--- src/rtl/matrix_engine.sv ---
// matrix_engine: parametrised N x N matrix engine with internal operand banks
// A and B and result bank C. One operation runs per accepted start:
//   mode 0/3 : C = A * B      (unsigned multiply-accumulate per element)
//   mode 1   : C = A + B      (element-wise)
//   mode 2   : C = A^T        (transpose; B is not read)
// Results wider than DATA_W are clamped (SAT=1) or truncated (SAT=0), and
// either case raises the sticky overflow flag for that operation.
//
// Ports:
//   clk         system clock, rising edge
//   reset       asynchronous active-low reset; clears banks, FSM, outputs
//   start       begin an operation (sampled only while idle)
//   mode        operation select, latched with start
//   host_we     host write enable (banks A/B only, ignored while busy)
//   host_sel    bank select: 0 = A, 1 = B, 2 = C, 3 = none (reads 0)
//   host_row    host row index
//   host_col    host column index
//   host_wdata  host write data
//   host_rdata  registered read of the selected element (1-cycle latency)
//   busy        high while an operation is in progress
//   done        one-cycle pulse in the final cycle of an operation
//   overflow    sticky: a result was clamped/truncated in the last operation
module matrix_engine #(
  parameter int DIM    = 4,
  parameter int DATA_W = 8,
  parameter int ACC_W  = 2 * DATA_W + 4,
  parameter bit SAT    = 1'b1,
  parameter int IDX_W  = $clog2(DIM)
) (
  input  logic              clk,
  input  logic              reset,
  input  logic              start,
  input  logic [1:0]        mode,
  input  logic              host_we,
  input  logic [1:0]        host_sel,
  input  logic [IDX_W-1:0]  host_row,
  input  logic [IDX_W-1:0]  host_col,
  input  logic [DATA_W-1:0] host_wdata,
  output logic [DATA_W-1:0] host_rdata,
  output logic              busy,
  output logic              done,
  output logic              overflow
);

  localparam int AW = $clog2(DIM * DIM);
  localparam logic [IDX_W-1:0]  LAST_IDX = IDX_W'(DIM - 1);
  localparam logic [IDX_W-1:0]  ONE_IDX  = IDX_W'(1);
  localparam logic [IDX_W-1:0]  ZERO_IDX = {IDX_W{1'b0}};
  localparam logic [DATA_W-1:0] ZERO_D   = {DATA_W{1'b0}};
  localparam logic [ACC_W-1:0]  ZERO_ACC = {ACC_W{1'b0}};
  localparam logic [ACC_W-1:0]  MAX_ACC  = {{(ACC_W - DATA_W){1'b0}}, {DATA_W{1'b1}}};

  typedef enum logic [2:0] {
    ST_IDLE  = 3'd0,
    ST_CLEAR = 3'd1,
    ST_MAC   = 3'd2,
    ST_WRITE = 3'd3,
    ST_DONE  = 3'd4
  } state_t;

  // Row-major flat address of element (r, c).
  function automatic logic [AW-1:0] elem_addr(input logic [IDX_W-1:0] r,
                                              input logic [IDX_W-1:0] c);
    elem_addr = AW'(r) * AW'(DIM) + AW'(c);
  endfunction

  // Element-wise operations skip the accumulate phase.
  function automatic logic mode_is_elem(input logic [1:0] m);
    mode_is_elem = (m == 2'd1) || (m == 2'd2);
  endfunction

  // Fit a wide result into DATA_W bits according to SAT.
  function automatic logic [DATA_W-1:0] fit_result(input logic [ACC_W-1:0] v);
    if (v > MAX_ACC) begin
      fit_result = SAT ? {DATA_W{1'b1}} : v[DATA_W-1:0];
    end else begin
      fit_result = v[DATA_W-1:0];
    end
  endfunction

  state_t              state_r, state_next_s;
  logic [1:0]          mode_r;
  logic [IDX_W-1:0]    i_r, j_r, k_r;
  logic [ACC_W-1:0]    acc_r;
  logic [DATA_W-1:0]   a_r [DIM*DIM];
  logic [DATA_W-1:0]   b_r [DIM*DIM];
  logic [DATA_W-1:0]   c_r [DIM*DIM];
  logic [DATA_W-1:0]   host_rdata_r;
  logic                busy_r, done_r, overflow_r;

  logic                accept_s, clr_s, mac_s, wr_s;
  logic                last_elem_s;
  logic [DATA_W-1:0]   mac_a_s, mac_b_s, add_a_s, add_b_s, tr_s;
  logic [ACC_W-1:0]    prod_s;
  logic [DATA_W:0]     add_sum_s;
  logic [ACC_W-1:0]    res_wide_s;
  logic                res_ovf_s;
  logic [DATA_W-1:0]   res_fit_s;
  logic [AW-1:0]       host_addr_s;
  logic                host_in_range_s;
  logic                host_wr_ok_s;
  logic [DATA_W-1:0]   rd_val_s;

  assign last_elem_s = (i_r == LAST_IDX) && (j_r == LAST_IDX);

  // Operand fetch for the three operations.
  assign mac_a_s   = a_r[elem_addr(i_r, k_r)];
  assign mac_b_s   = b_r[elem_addr(k_r, j_r)];
  assign add_a_s   = a_r[elem_addr(i_r, j_r)];
  assign add_b_s   = b_r[elem_addr(i_r, j_r)];
  assign tr_s      = a_r[elem_addr(j_r, i_r)];
  assign prod_s    = ACC_W'(mac_a_s) * ACC_W'(mac_b_s);
  assign add_sum_s = {1'b0, add_a_s} + {1'b0, add_b_s};

  // Host index check; IDX_W may cover more than DIM rows when DIM is not a power of two.
  assign host_in_range_s = ({1'b0, host_row} < (IDX_W + 1)'(DIM)) &&
                           ({1'b0, host_col} < (IDX_W + 1)'(DIM));
  assign host_addr_s  = elem_addr(host_row, host_col);
  assign host_wr_ok_s = host_we && (state_r == ST_IDLE) && host_in_range_s;

  // State register.
  always_ff @(posedge clk or negedge reset) begin
    if (!reset) begin
      state_r <= ST_IDLE;
    end else begin
      state_r <= state_next_s;
    end
  end

  // Next-state logic. The accepting IDLE cycle already clears the
  // accumulator, so the first element goes straight to MAC/WRITE.
  always_comb begin
    state_next_s = state_r;
    case (state_r)
      ST_IDLE: begin
        if (start) begin
          state_next_s = mode_is_elem(mode) ? ST_WRITE : ST_MAC;
        end else begin
          state_next_s = ST_IDLE;
        end
      end
      ST_CLEAR: begin
        if (mode_is_elem(mode_r)) begin
          state_next_s = ST_WRITE;
        end else begin
          state_next_s = ST_MAC;
        end
      end
      ST_MAC: begin
        if (k_r == LAST_IDX) begin
          state_next_s = ST_WRITE;
        end else begin
          state_next_s = ST_MAC;
        end
      end
      ST_WRITE: begin
        if (last_elem_s) begin
          state_next_s = ST_DONE;
        end else begin
          state_next_s = ST_CLEAR;
        end
      end
      ST_DONE:  state_next_s = ST_IDLE;
      default:  state_next_s = ST_IDLE;
    endcase
  end

  // Per-state datapath controls.
  always_comb begin
    accept_s = 1'b0;
    clr_s    = 1'b0;
    mac_s    = 1'b0;
    wr_s     = 1'b0;
    case (state_r)
      ST_IDLE:  accept_s = start;
      ST_CLEAR: clr_s    = 1'b1;
      ST_MAC:   mac_s    = 1'b1;
      ST_WRITE: wr_s     = 1'b1;
      ST_DONE:  accept_s = 1'b0;
      default:  accept_s = 1'b0;
    endcase
  end

  // Result selection for the element being written.
  always_comb begin
    res_wide_s = acc_r;
    case (mode_r)
      2'd1:    res_wide_s = ACC_W'(add_sum_s);
      2'd2:    res_wide_s = ACC_W'(tr_s);
      default: res_wide_s = acc_r;
    endcase
  end

  assign res_ovf_s = (res_wide_s > MAX_ACC);
  assign res_fit_s = fit_result(res_wide_s);

  // Mode latch, element indices and accumulator.
  always_ff @(posedge clk or negedge reset) begin
    if (!reset) begin
      mode_r <= 2'd0;
      i_r    <= ZERO_IDX;
      j_r    <= ZERO_IDX;
      k_r    <= ZERO_IDX;
      acc_r  <= ZERO_ACC;
    end else if (accept_s) begin
      mode_r <= mode;
      i_r    <= ZERO_IDX;
      j_r    <= ZERO_IDX;
      k_r    <= ZERO_IDX;
      acc_r  <= ZERO_ACC;
    end else if (clr_s) begin
      acc_r <= ZERO_ACC;
      k_r   <= ZERO_IDX;
    end else if (mac_s) begin
      acc_r <= acc_r + prod_s;
      k_r   <= (k_r == LAST_IDX) ? ZERO_IDX : (k_r + ONE_IDX);
    end else if (wr_s) begin
      // Row-major walk: j fastest, wrapping into i.
      if (j_r == LAST_IDX) begin
        j_r <= ZERO_IDX;
        i_r <= (i_r == LAST_IDX) ? ZERO_IDX : (i_r + ONE_IDX);
      end else begin
        j_r <= j_r + ONE_IDX;
      end
    end else begin
      acc_r <= acc_r;
    end
  end

  // Operand banks A and B: host writes only while idle.
  always_ff @(posedge clk or negedge reset) begin
    if (!reset) begin
      for (int n = 0; n < DIM * DIM; n++) begin
        a_r[n] <= ZERO_D;
        b_r[n] <= ZERO_D;
      end
    end else if (host_wr_ok_s) begin
      if (host_sel == 2'd0) begin
        a_r[host_addr_s] <= host_wdata;
      end else if (host_sel == 2'd1) begin
        b_r[host_addr_s] <= host_wdata;
      end
    end
  end

  // Result bank C: written only by the engine, one element per WRITE.
  always_ff @(posedge clk or negedge reset) begin
    if (!reset) begin
      for (int n = 0; n < DIM * DIM; n++) begin
        c_r[n] <= ZERO_D;
      end
    end else if (wr_s) begin
      c_r[elem_addr(i_r, j_r)] <= res_fit_s;
    end
  end

  // Host read mux; the registered copy gives read-before-write on collisions.
  always_comb begin
    rd_val_s = ZERO_D;
    if (!host_in_range_s) begin
      rd_val_s = ZERO_D;
    end else begin
      case (host_sel)
        2'd0:    rd_val_s = a_r[host_addr_s];
        2'd1:    rd_val_s = b_r[host_addr_s];
        2'd2:    rd_val_s = c_r[host_addr_s];
        default: rd_val_s = ZERO_D;
      endcase
    end
  end

  // Registered status and read-data outputs.
  always_ff @(posedge clk or negedge reset) begin
    if (!reset) begin
      host_rdata_r <= ZERO_D;
      busy_r       <= 1'b0;
      done_r       <= 1'b0;
      overflow_r   <= 1'b0;
    end else begin
      host_rdata_r <= rd_val_s;
      busy_r       <= (state_next_s != ST_IDLE);
      done_r       <= (state_next_s == ST_DONE);
      if (accept_s) begin
        overflow_r <= 1'b0;
      end else if (wr_s && res_ovf_s) begin
        overflow_r <= 1'b1;
      end
    end
  end

  assign host_rdata = host_rdata_r;
  assign busy       = busy_r;
  assign done       = done_r;
  assign overflow   = overflow_r;

endmodule

--- config.mk ---
export PLATFORM = sky130hd
export DESIGN_NAME = matrix_engine
export DESIGN_NICKNAME = d
export VERILOG_FILES = /design/src/rtl/matrix_engine.sv
export SDC_FILE = /design/constraint.sdc
export NUM_CORES = 1
export LEC_CHECK = 0
export ABC_CLOCK_PERIOD_IN_PS = 10240
export CORE_UTILIZATION = 65
export CTS_BUF_LIST = sky130_fd_sc_hd__clkbuf_8
export CTS_CLUSTER_SIZE = 12
export DETAILED_ROUTE_END_ITERATION = 8
export HOLD_SLACK_MARGIN = 0.15
export PLACE_DENSITY = 0.8
export SLEW_MARGIN = 20
export SYNTH_ARGS = -nofsm -noshare
export SYNTH_HDL_FRONTEND = slang
export SYNTH_SLANG_ARGS = --single-unit
export TNS_END_PERCENT = 10
--- constraint.sdc ---
create_clock -name clk -period 10.24 [get_ports clk]
set_clock_uncertainty 0.2 [all_clocks]
set_input_delay 2.048 -clock clk [delete_from_list [all_inputs] [get_ports clk]]
set_output_delay 2.048 -clock clk [all_outputs]
set_load 0.02 [all_outputs]
==> results.md, run 1 <==
* Sw Pwr at 2.097 mW
* Critical Path Source Type: flop
* Slew @ Worst Pin at 1.196 ns
* Remaining Overflow, GRT at 0
* #FFs+latches synth at 426
* Worst slew margin at 0.1982
* Post-CTS Setup Inserts at 0
* Main synth FF type: dfrtp_1
* Post-synth top area share at 0.4084
* Average size of a mapped cell at 13.35 µm²
* I/O Buffers at 30
* Most common cell in the synthesized netlist: dfrtp_1
* Asr flop ratio synth at 1.000
* Top routing layer in use: met5
* Sequential share of power at 0.397
* Clock sink total at 426
* CP max stage cell: dfrtp_4
* Max stage delay on crit path at 0.96 ns
* Total core area at 0.03964 mm²
* Clock Path Buffers at 3
* Fin crit period at 7.487 ns
* Number of nets in the layout at 2073
* RePlAce Congestion at 0.9094
* M1 wire length at 25.76 mm
* Global Route Usage Sum at 0.3443
* Metal3 WL at 6.148 mm
* Worst-path clk slew at 0.06 ns
* Crit path DAT at 7.81 ns
* H-Tree Depth at 3
* Final hold slack at 0.2746 ns
* Post-Route WL at 66.81 mm
* Run status: finished clean
* Wire per inst at 26.54 µm
* Netlist Area Pre-Place at 0.02610 mm²
* Site Rows at 73
* Die boundary height at 202.4 µm
* Min-Delay Path Class: reg2reg
* Critical Path End Type: flop
* Logic pwr share at 0.330
* DIE AREA at 0.04097 mm²
* Initial Util at 0.6585
* Layout area overhead at 7.113%
* Vias in the first global route at 18213
* Max Clock Freq at 0.1336 GHz
* CTS Root Cell: clkbuf_8
* Final Cycle Share at 0.7311
* Commonest cells post-synth: 426 x dfrtp_1, 277 x mux4_2, 257 x mux2_2
* Type of the worst setup path: reg2reg
* Final HPWL DP at 44.60 mm
* Internal power at 3.432 mW
* Vias per inst at 6.944
* Setup TNS at 0 ns
* Most used cell, CP: fa_1
* Met2 wire len at 31.71 mm
* Syn Inst Count at 1956
* DRT antenna net count at 0
* Number of synthesized flops with an enable pin at 0
* DRC viols at 0
* Pleak at 12.71 nW
* Largest cells by area after synthesis: dfrtp_1 41%, mux4_2 24%, mux2_2 11%
* Sequential area share after synthesis at 0.4084
* Initial antenna violation count at 2
* Worst-Skew Late Latency at 0.66 ns
* Max VDD drop at 0.1479 mV
* YS warnings at 0
* Unrepaired setup endpoints after global routing: false
* Post-CTS Hold Fix Bufs at 0
* Worst-path cell chain: buf_4 -> mux4_2 -> mux4_2 -> and2_1 -> fa_1 -> fa_1 -> inv_1 -> fa_1 -> fa_1 -> inv_1 -> ha_1 -> a21o_1 -> a221o_1 -> a2111oi_0 -> o31ai_1 -> a21oi_1 -> xor2_1 -> o21ai_0
* CP max FO at 38
* DR vias at 17479
* I/O pins at 31
* Post-CTS Resized at 0
* P per Cell Area at 197.7 mW/mm²
* Top Family by Delay on Critical Path: adder cells
* Cell taking the most area after synthesis: dfrtp_1
* Final Hold Violating Endpoints at 0
* Syn_nets at 2087
* DRC violation total after the first TritonRoute iteration at 1768
* CP Buf/Inv Count at 3
* Largest net degree at the start of global routing at 116
* Final core occ at 0.7054
* Clk pwr share at 0.272
* Critical path data required time at 10.56 ns
* Pins Over Slew Limit at 0
* First-pass GRT wire length at 105.9 mm
* Die Width at 202.4 µm
* Setup violators final at 0
* Synth cell types at 62
* Max_cap viols at 0
* Ratio of cells with drive above 1 in the final layout at 0.3516
* CTS tree: yes
* Sw Share at 0.3794
* Total clock buffers created by CTS at 72
* Pre-Repair DR Iteration Count at 6
[power groups by stage]
stage / clock network, mW / logic (mW) / registers, mW
floorplan: 0 / 1.45 / 2.03
global placement: 0 / 1.75 / 2.20
detailed placement: 0 / 1.80 / 2.22
CTS: 1.53 / 1.81 / 2.19
global route: 1.60 / 1.96 / 2.23
finish: 1.51 / 1.83 / 2.20
[area by class of cell]
class / instances / area [µm²]
Sequential cell: 426 / 10680
Clock buffer: 86 / 1184
Clock inverter: 37 / 221.5
Multi-Input combinational cell: 1274 / 14390
Inverter: 121 / 454.2
Tap cell: 525 / 656.9
Fill cell: 2641 / 11680
Timing Repair Buffer: 47 / 381.6
Antenna cell: 1 / 2.502
[metal layers]
| metal | GRT usage | vias up |
|---|---|---|
| li1 | - | 7282 |
| met1 | 0.4712 | 9049 |
| met2 | 0.5328 | 911 |
| met3 | 0.07723 | 235 |
| met4 | 0.1582 | 2 |
| met5 | 0 | - |
[sequential cells by signal, indices dropped and copies added (netlist names)]
signal and flops:
busy 1, b_r 128, i_r 2, done 1, j_r 2, c_r 128
k_r 2, state_r 3, overflow 1, a_r 128, mode_r 2, acc_r 20
host_rdata 8
[worst min-delay path, delay by kind of cell (launching register included)]
kind	cells	cell delay, ns
AO/OA/AOI/OAI	1	0.05
flip-flops	1	0.34
AND/OR/NAND/NOR	1	0.06
[final timing paths]
| path | from | endpoint | slack (ns) | depth (start not counted) |
|---|---|---|---|---|
| worst max-delay path | j_r[0] | acc_r[17] | 2.75 | 18 |
| worst min-delay path | c_r[95] | c_r[95] | 0.27 | 2 |
| worst max register to register | j_r[0] | acc_r[17] | 2.75 | 18 |
| worst min register to register | c_r[95] | c_r[95] | 0.27 | 2 |
| max in group asynchronous | reset | a_r[107] | 6.41 | 3 |
| min in group asynchronous | reset | c_r[100] | 1.26 | 1 |
[logic make-up (layout without fill, tap and decap cells)]
kind of cell | count (synthesis) | in the layout | synth area share
flops | 426 | 426 | 0.4084
other cells | 0 | 1 | 0
fa+ha+maj | 111 | 111 | 0.06787
xor+xnor | 17 | 17 | 0.005704
compound gates | 255 | 255 | 0.05795
mux | 563 | 563 | 0.3616
buf+inv | 256 | 291 | 0.04127
simple gates | 328 | 328 | 0.05723
[through the flow]
stage	total power, mW	cell area, µm²	cells	setup slack, ns
3_5_place_dp	4.020	26580	2393	2.738
5_1_grt	5.780	27960	2516	2.436
2_1_floorplan	3.485	26100	1956	3.967
6_report	5.529	27960	2517	2.753
4_1_cts	5.528	27980	2516	2.747
3_3_place_gp	3.946	26580	2393	2.890
[layout by cell type (no fill, tap or decap), types with 28 or more instances in the layout]
cell type  Yosys  layout
ha_1          60      60
nand2_1      192     192
o21ai_0      143     143
clkbuf_8       0      86
mux4_2       277     277
inv_1        118     141
fa_1          51      51
mux2_2       257     257
mux2i_1       28      28
dfrtp_1      426     420
and2_1        42      42
(Power assumes the default switching activity.)
==> inputs of run 2 (changes only) <==
--- a/config.mk
+++ b/config.mk
@@ -5,7 +5,7 @@
 export SDC_FILE = /design/constraint.sdc
 export NUM_CORES = 1
 export LEC_CHECK = 0
-export ABC_CLOCK_PERIOD_IN_PS = 10240
+export ABC_CLOCK_PERIOD_IN_PS = 7110
 export CORE_UTILIZATION = 65
 export CTS_BUF_LIST = sky130_fd_sc_hd__clkbuf_8
 export CTS_CLUSTER_SIZE = 12
==> constraint.sdc (replaced) <==
create_clock -name clk -period 7.11 [get_ports clk]
set_clock_uncertainty 0.2 [all_clocks]
set_input_delay 1.422 -clock clk [delete_from_list [all_inputs] [get_ports clk]]
set_output_delay 1.422 -clock clk [all_outputs]
set_load 0.02 [all_outputs]
==> results.md, run 2 (synthesis gave the netlist of run 1 again) <==
* Run status: finished clean
* Site Rows at 73 (unchanged)
* Final core occ at 0.7119 (+0.006502)
* Top Family by Delay on Critical Path: adder cells
* Total core area at 0.03964 mm² (unchanged)
* Critical Path End Type: flop
* Type of the worst setup path: reg2reg
* Max stage delay on crit path at 1.07 ns (+0.11 ns)
* Non-Filler Instances at 2527 (+0.40%)
* I/O pins at 31 (unchanged)
* DRC viols at 0 (unchanged)
* Wire per inst at 26.49 µm (-0.21%)
* R2r setup slk at 0.36 ns (-2.40 ns)
* Initial Util at 0.6585 (unchanged)
* Final HPWL DP at 44.55 mm (-0.12%)
* Critical Path End: acc_r[17]
* Vias in the first global route at 18187 (-0.14%)
* DIE AREA at 0.04097 mm² (unchanged)
* Total clock buffers created by CTS at 73 (+1.4%)
* Vias per inst at 6.913 (-0.45%)
* Commonest non-fill, non-tap cell in the layout: dfrtp_1
* CTS Root Cell: clkbuf_8
* CTS tree: yes
* Global Route Usage Sum at 0.3422 (-0.002142)
* Ratio of cells with drive above 1 in the final layout at 0.3546 (+0.003063)
* ANT cells at 0 (-1)
* CP max stage cell: dfrtp_2
* DR vias at 17469 (-0.057%)
* Most frequent cells in the layout: 420 x dfrtp_1, 277 x mux4_2, 257 x mux2_2, 192 x nand2_1, 143 x o21ai_0
* CP max FO at 37 (-2.6%)
* Worst reg2reg path startpoint: k_r[1]
* Pins Over Slew Limit at 0 (unchanged)
* Worst slew margin at 0.1875 (-0.01071)
* Die Width at 202.4 µm (unchanged)
* Cells after DPL at 2400 (+0.29%)
* RR Endpoint: acc_r[17]
* Design area at 0.02822 mm² (+0.92%)
* DRT antenna net count at 0 (unchanged)
* I/O Buffers at 30 (unchanged)
* Fin crit period at 6.753 ns (-0.7336 ns)
* Layout area overhead at 8.100%
* Power, Total at 8.225 mW (+49%)
* Cells on worst reg2reg path at 17 (-1)
* Clock sink total at 426 (unchanged)
* CP startpoint: k_r[1]
* Max_cap viols at 0 (unchanged)
* Pre-Repair DR Iteration Count at 6 (unchanged)
* Placed Area at 0.02667 mm² (+0.34%)
* Initial antenna violation count at 1 (-1)
* Remaining Overflow, GRT at 0 (unchanged)
* Fill cell count at 2602 (-1.5%)
* Biggest registers after layout: a_r (128), b_r (128), c_r (128)
* Critical path data required time at 7.38 ns (-3.18 ns)
* Final Cycle Share at 0.9498 (+0.2187)
* Die boundary height at 202.4 µm (unchanged)
* Pleak at 12.83 nW (+0.92%)
* Largest net degree at the start of global routing at 141 (+22%)
* Setup violators final at 0 (unchanged)
* Unrepaired setup endpoints after global routing: false
* Min-Delay Path Class: reg2reg
* Most used cell, CP: fa_1
* Critical Path Source Type: flop
* CP Buf/Inv Count at 2 (-1)
* H-Tree Depth at 3 (unchanged)
* Worst-Skew Late Latency at 0.66 ns (about the same)
* Final setup margin at 0.3569 ns (-2.396 ns)
* Slew @ Worst Pin at 1.214 ns (+0.01810 ns)
* Crit path DAT at 7.03 ns (-0.78 ns)
* Pre-CTS setup slack at 0.3239 ns (-2.414 ns)
* Number of nets in the layout at 2082 (+0.43%)
* Clock Path Buffers at 3 (unchanged)
* Critical path depth at 17 (-1)
* P per Cell Area at 291.5 mW/mm² (+47%)
* Worst-path clk slew at 0.06 ns (about the same)
* Max VDD drop at 0.2844 mV (+92%)
* Setup TNS at 0 ns (unchanged)
* Final hold slack at 0.2761 ns (+0.001493 ns)
* DRC violation total after the first TritonRoute iteration at 1769 (+0.057%)
* First-pass GRT wire length at 105.3 mm (-0.61%)
* Max Clock Freq at 0.1481 GHz (+11%)
* Worst-path cell chain: mux4_2 -> mux4_2 -> and2_1 -> fa_1 -> fa_1 -> fa_1 -> inv_1 -> fa_1 -> inv_1 -> ha_1 -> a21o_1 -> a221o_1 -> a2111oi_1 -> o31ai_1 -> a21oi_1 -> xor2_1 -> o21ai_0
* Post-Route WL at 66.93 mm (+0.19%)
* RePlAce Congestion at 0.8846 (-2.7%)
* Final Hold Violating Endpoints at 0 (unchanged)
## run 2: cell count changes in the layout (fill, tap and decap cells not counted), sizes merged
cell,before,now
clkdlybuf4s50,17,20
clkinv,7,1
buf,30,35
diode,1,0
bufinv,1,3
clkinvlp,1,0
clkbuf,86,94
## run 2: final cells by class
class,instances,area [µm²],area share
inverters,121,454.2,0.01610
well taps,525,656.9,0.02328
clock buffers,94,1294,0.04585
repair buffers,55,506.7,0.01796
clock inverters,32,242.7,0.008602
multi-input cells,1274,14390,0.5100
flip-flops and latches,426,10670,0.3782
## run 2: worst min-delay path, stage by stage, from the launching register on
cell and delay, ns:
dfrtp_1 0.34, nand2_1 0.04, o21ai_0 0.06
## run 2: worst min-delay path by stage
stage	from	end	slack, ns	depth (start not counted)
floorplan	c_r[104]	c_r[104]	0.24	2
global route	c_r[8]	c_r[8]	0.29	2
CTS	c_r[6]	c_r[6]	0.28	2
global placement	c_r[79]	c_r[79]	0.26	2
finish	c_r[62]	c_r[62]	0.28	2
detailed placement	c_r[9]	c_r[9]	0.26	2
## run 2: power by group
group	leakage [nW]	internal, mW	switching, mW
Clock	0.872	1.30	1.05
Sequential	5.82	2.73	0.400
Combinational	6.14	1.11	1.63
Total	12.8	5.14	3.08
## run 2: repair_timing
item,4_1_cts,5_1_grt
resized for setup,0,1
endpoints found under the setup margin,0,3
buffers inserted,0,1
hold buffers,0,0
## run 2: per-layer routing
layer / wire, µm / GRT usage / part of all wire
met1: 25510 / 0.4622 / 0.38
met2: 31790 / 0.5327 / 0.48
met5: 11 / 0 / 0.00016
met3: 6953 / 0.09271 / 0.10
met4: 2661 / 0.1386 / 0.040
==> inputs of run 3 (changes only) <==
--- a/config.mk
+++ b/config.mk
@@ -5,7 +5,7 @@
 export SDC_FILE = /design/constraint.sdc
 export NUM_CORES = 1
 export LEC_CHECK = 0
-export ABC_CLOCK_PERIOD_IN_PS = 7110
+export ABC_CLOCK_PERIOD_IN_PS = 7300
 export CORE_UTILIZATION = 65
 export CTS_BUF_LIST = sky130_fd_sc_hd__clkbuf_8
 export CTS_CLUSTER_SIZE = 12
==> constraint.sdc (replaced) <==
create_clock -name clk -period 7.3 [get_ports clk]
set_clock_uncertainty 0.2 [all_clocks]
set_input_delay 1.46 -clock clk [delete_from_list [all_inputs] [get_ports clk]]
set_output_delay 1.46 -clock clk [all_outputs]
set_load 0.02 [all_outputs]
==> results.md, run 3 (synthesis gave the netlist of run 1 again) <==
* Run status: finished clean
* CTS Root Cell: clkbuf_8
* Clk pwr share at 0.284 (-0.002)
* Number of nets in the layout at 2079 (-0.14%)
* Pre-Repair DR Iteration Count at 5 (-1)
* Final Hold Violating Endpoints at 0 (unchanged)
* Setup TNS at 0 ns (unchanged)
* Post-CTS Setup Inserts at 0 (unchanged)
* Setup violators final at 0 (unchanged)
* Wire per inst at 26.37 µm (-0.45%)
* Vias in the first global route at 18281 (+0.52%)
* Pleak at 12.81 nW (-0.17%)
* Total clock buffers created by CTS at 72 (-1.4%)
* Final Cycle Share at 0.9344 (-0.01545)
* Critical path data required time at 7.64 ns (+0.26 ns)
* Remaining Overflow, GRT at 0 (unchanged)
* Initial antenna violation count at 2 (+1)
* Logic pwr share at 0.324 (-0.010)
* DRC viols at 0 (unchanged)
* Max_cap viols at 0 (unchanged)
* First-pass GRT wire length at 105.4 mm (+0.16%)
* Final setup margin at 0.4792 ns (+0.1223 ns)
* Total core area at 0.03964 mm² (unchanged)
* Fin crit period at 6.821 ns (+0.06766 ns)
* Worst-Skew Late Latency at 0.68 ns (+0.02 ns)
* DIE AREA at 0.04097 mm² (unchanged)
* Slew @ Worst Pin at 1.225 ns (+0.01080 ns)
* Site Rows at 73 (unchanged)
* Final HPWL DP at 44.57 mm (about the same)
* Ratio of cells with drive above 1 in the final layout at 0.3548 (about the same)
* Placed Area at 0.02665 mm² (about the same)
* Power, Total at 7.876 mW (-4.2%)
* Type of the worst setup path: reg2reg
* Design area at 0.02815 mm² (-0.24%)
* DR vias at 17331 (-0.79%)
* Multi-input gate area at 0.01438 mm² (about the same)
* Worst slew margin at 0.1803 (-0.007228)
* Layout area overhead at 7.837%
* P per Cell Area at 279.8 mW/mm² (-4.0%)
* Hold depth at 2 (unchanged)
* H-Tree Depth at 3 (unchanged)
* Register area at 0.01068 mm² (about the same)
* RePlAce Congestion at 0.9348 (+5.7%)
* Most frequent cells in the layout: 420 x dfrtp_1, 277 x mux4_2, 257 x mux2_2, 192 x nand2_1, 143 x o21ai_0
* I/O pins at 31 (unchanged)
* Cells on worst reg2reg path at 17 (unchanged)
* Critical Path End Type: flop
* Clock sink total at 426 (unchanged)
* Min-Delay Path Class: reg2reg
* Pins Over Slew Limit at 0 (unchanged)
* Initial Util at 0.6585 (unchanged)
* Max VDD drop at 0.2321 mV (-18%)
* Commonest non-fill, non-tap cell in the layout: dfrtp_1
* CTS tree: yes
* Clock Path Buffers at 3 (unchanged)
* Global Route Usage Sum at 0.3423 (about the same)
* Sequential share of power at 0.393 (+0.013)
* Max Clock Freq at 0.1466 GHz (-0.99%)
* Internal power at 4.932 mW (-4.1%)
* Sw Share at 0.3738 (-0.001150)
* I/O Buffers at 30 (unchanged)
* DRT antenna net count at 0 (unchanged)
* Crit path DAT at 7.16 ns (+0.13 ns)
* Die boundary height at 202.4 µm (unchanged)
* CP max FO at 39 (+5.4%)
* Post-Route WL at 66.71 mm (-0.34%)
* Biggest registers after layout: a_r (128), b_r (128), c_r (128)
* DRC violation total after the first TritonRoute iteration at 1524 (-14%)
* Largest net degree at the start of global routing at 133 (-5.7%)
* Unrepaired setup endpoints after global routing: false
* R2r setup slk at 0.48 ns (+0.12 ns)
* Pre-CTS setup slack at 0.4579 ns (+0.1340 ns)
* Critical Path Source Type: flop
* Worst-path clk slew at 0.07 ns (about the same)
* Vias per inst at 6.850 (-0.91%)
* Fill cell count at 2603 (+0.038%)
* Die Width at 202.4 µm (unchanged)
* Sw Pwr at 2.944 mW (-4.5%)
-- run 3: cell count changes in the layout (fill, tap and decap cells not counted), sizes merged --
cell	before	now
clkinv	1	6
clkbuf	94	92
clkdlybuf4s50	20	18
bufinv	3	2
clkinvlp	0	1
diode	0	1
inv	149	150
-- run 3: per-stage QoR --
stage                     hold slack [ns]  cells  utilization
after floorplan                    0.2446   1956            -
after global placement             0.2557   2399       0.6722
after global routing               0.2979   2529       0.7101
final                              0.2751   2530       0.7101
after CTS                          0.2791   2529       0.7105
after detailed placement           0.2660   2399       0.6722
-- run 3: final timing paths --
path                       startpoint   endpoint
setup / recovery               j_r[0]  acc_r[17]
hold / removal                 c_r[5]     c_r[5]
setup reg to reg               j_r[0]  acc_r[17]
hold reg to reg                c_r[5]     c_r[5]
max in group asynchronous       reset     k_r[0]
min in group asynchronous       reset    c_r[68]
-- run 3: area by class of cell --
| class | count | share of cell area |
|---|---|---|
| multi-input cells | 1274 | 0.5109 |
| flip-flops and latches | 426 | 0.3793 |
| clock buffers | 92 | 0.04498 |
| well taps | 525 | 0.02334 |
| repair buffers | 53 | 0.01622 |
| inverters | 121 | 0.01613 |
| clock inverters | 38 | 0.008979 |
| diodes | 1 | 0.00008890 |
-- run 3: timing repair --
action | CTS | global route
setup endpoints to repair | 0 | 1
hold buffers | 0 | 0
resized for setup | 0 | 1
-- run 3: worst max-delay path, stage by stage, from the launching register on --
cell and delay (ns):
dfrtp_4 0.94, mux4_2 0.61, mux4_2 0.64, and2_1 0.21
fa_1 0.57, fa_1 0.44, fa_1 0.49, inv_1 0.05
fa_1 0.47, inv_1 0.04, ha_1 0.32, a21o_1 0.20
a221o_1 0.34, a2111oi_0 0.48, o31ai_1 0.15, a21oi_1 0.21
xor2_1 0.19, o21ai_0 0.09
-- run 3: power by group through the flow --
stage / combinational (mW) / sequential [mW] / clock (mW)
final: 2.55 / 3.09 / 2.23
after global routing: 2.73 / 3.14 / 2.35
after CTS: 2.52 / 3.09 / 2.26
after detailed placement: 2.51 / 3.12 / 0
after global placement: 2.43 / 3.10 / 0
after floorplan: 2.04 / 2.85 / 0
-- run 3: per-layer routing --
metal | global-route usage | wire length [µm] | vias up
met1 | 0.4502 | 25360 | 8929
met2 | 0.5394 | 32100 | 898
met3 | 0.08384 | 6354 | 204
met4 | 0.1670 | 2895 | 0
met5 | 0 | 0 | -
li1 | - | - | 7300
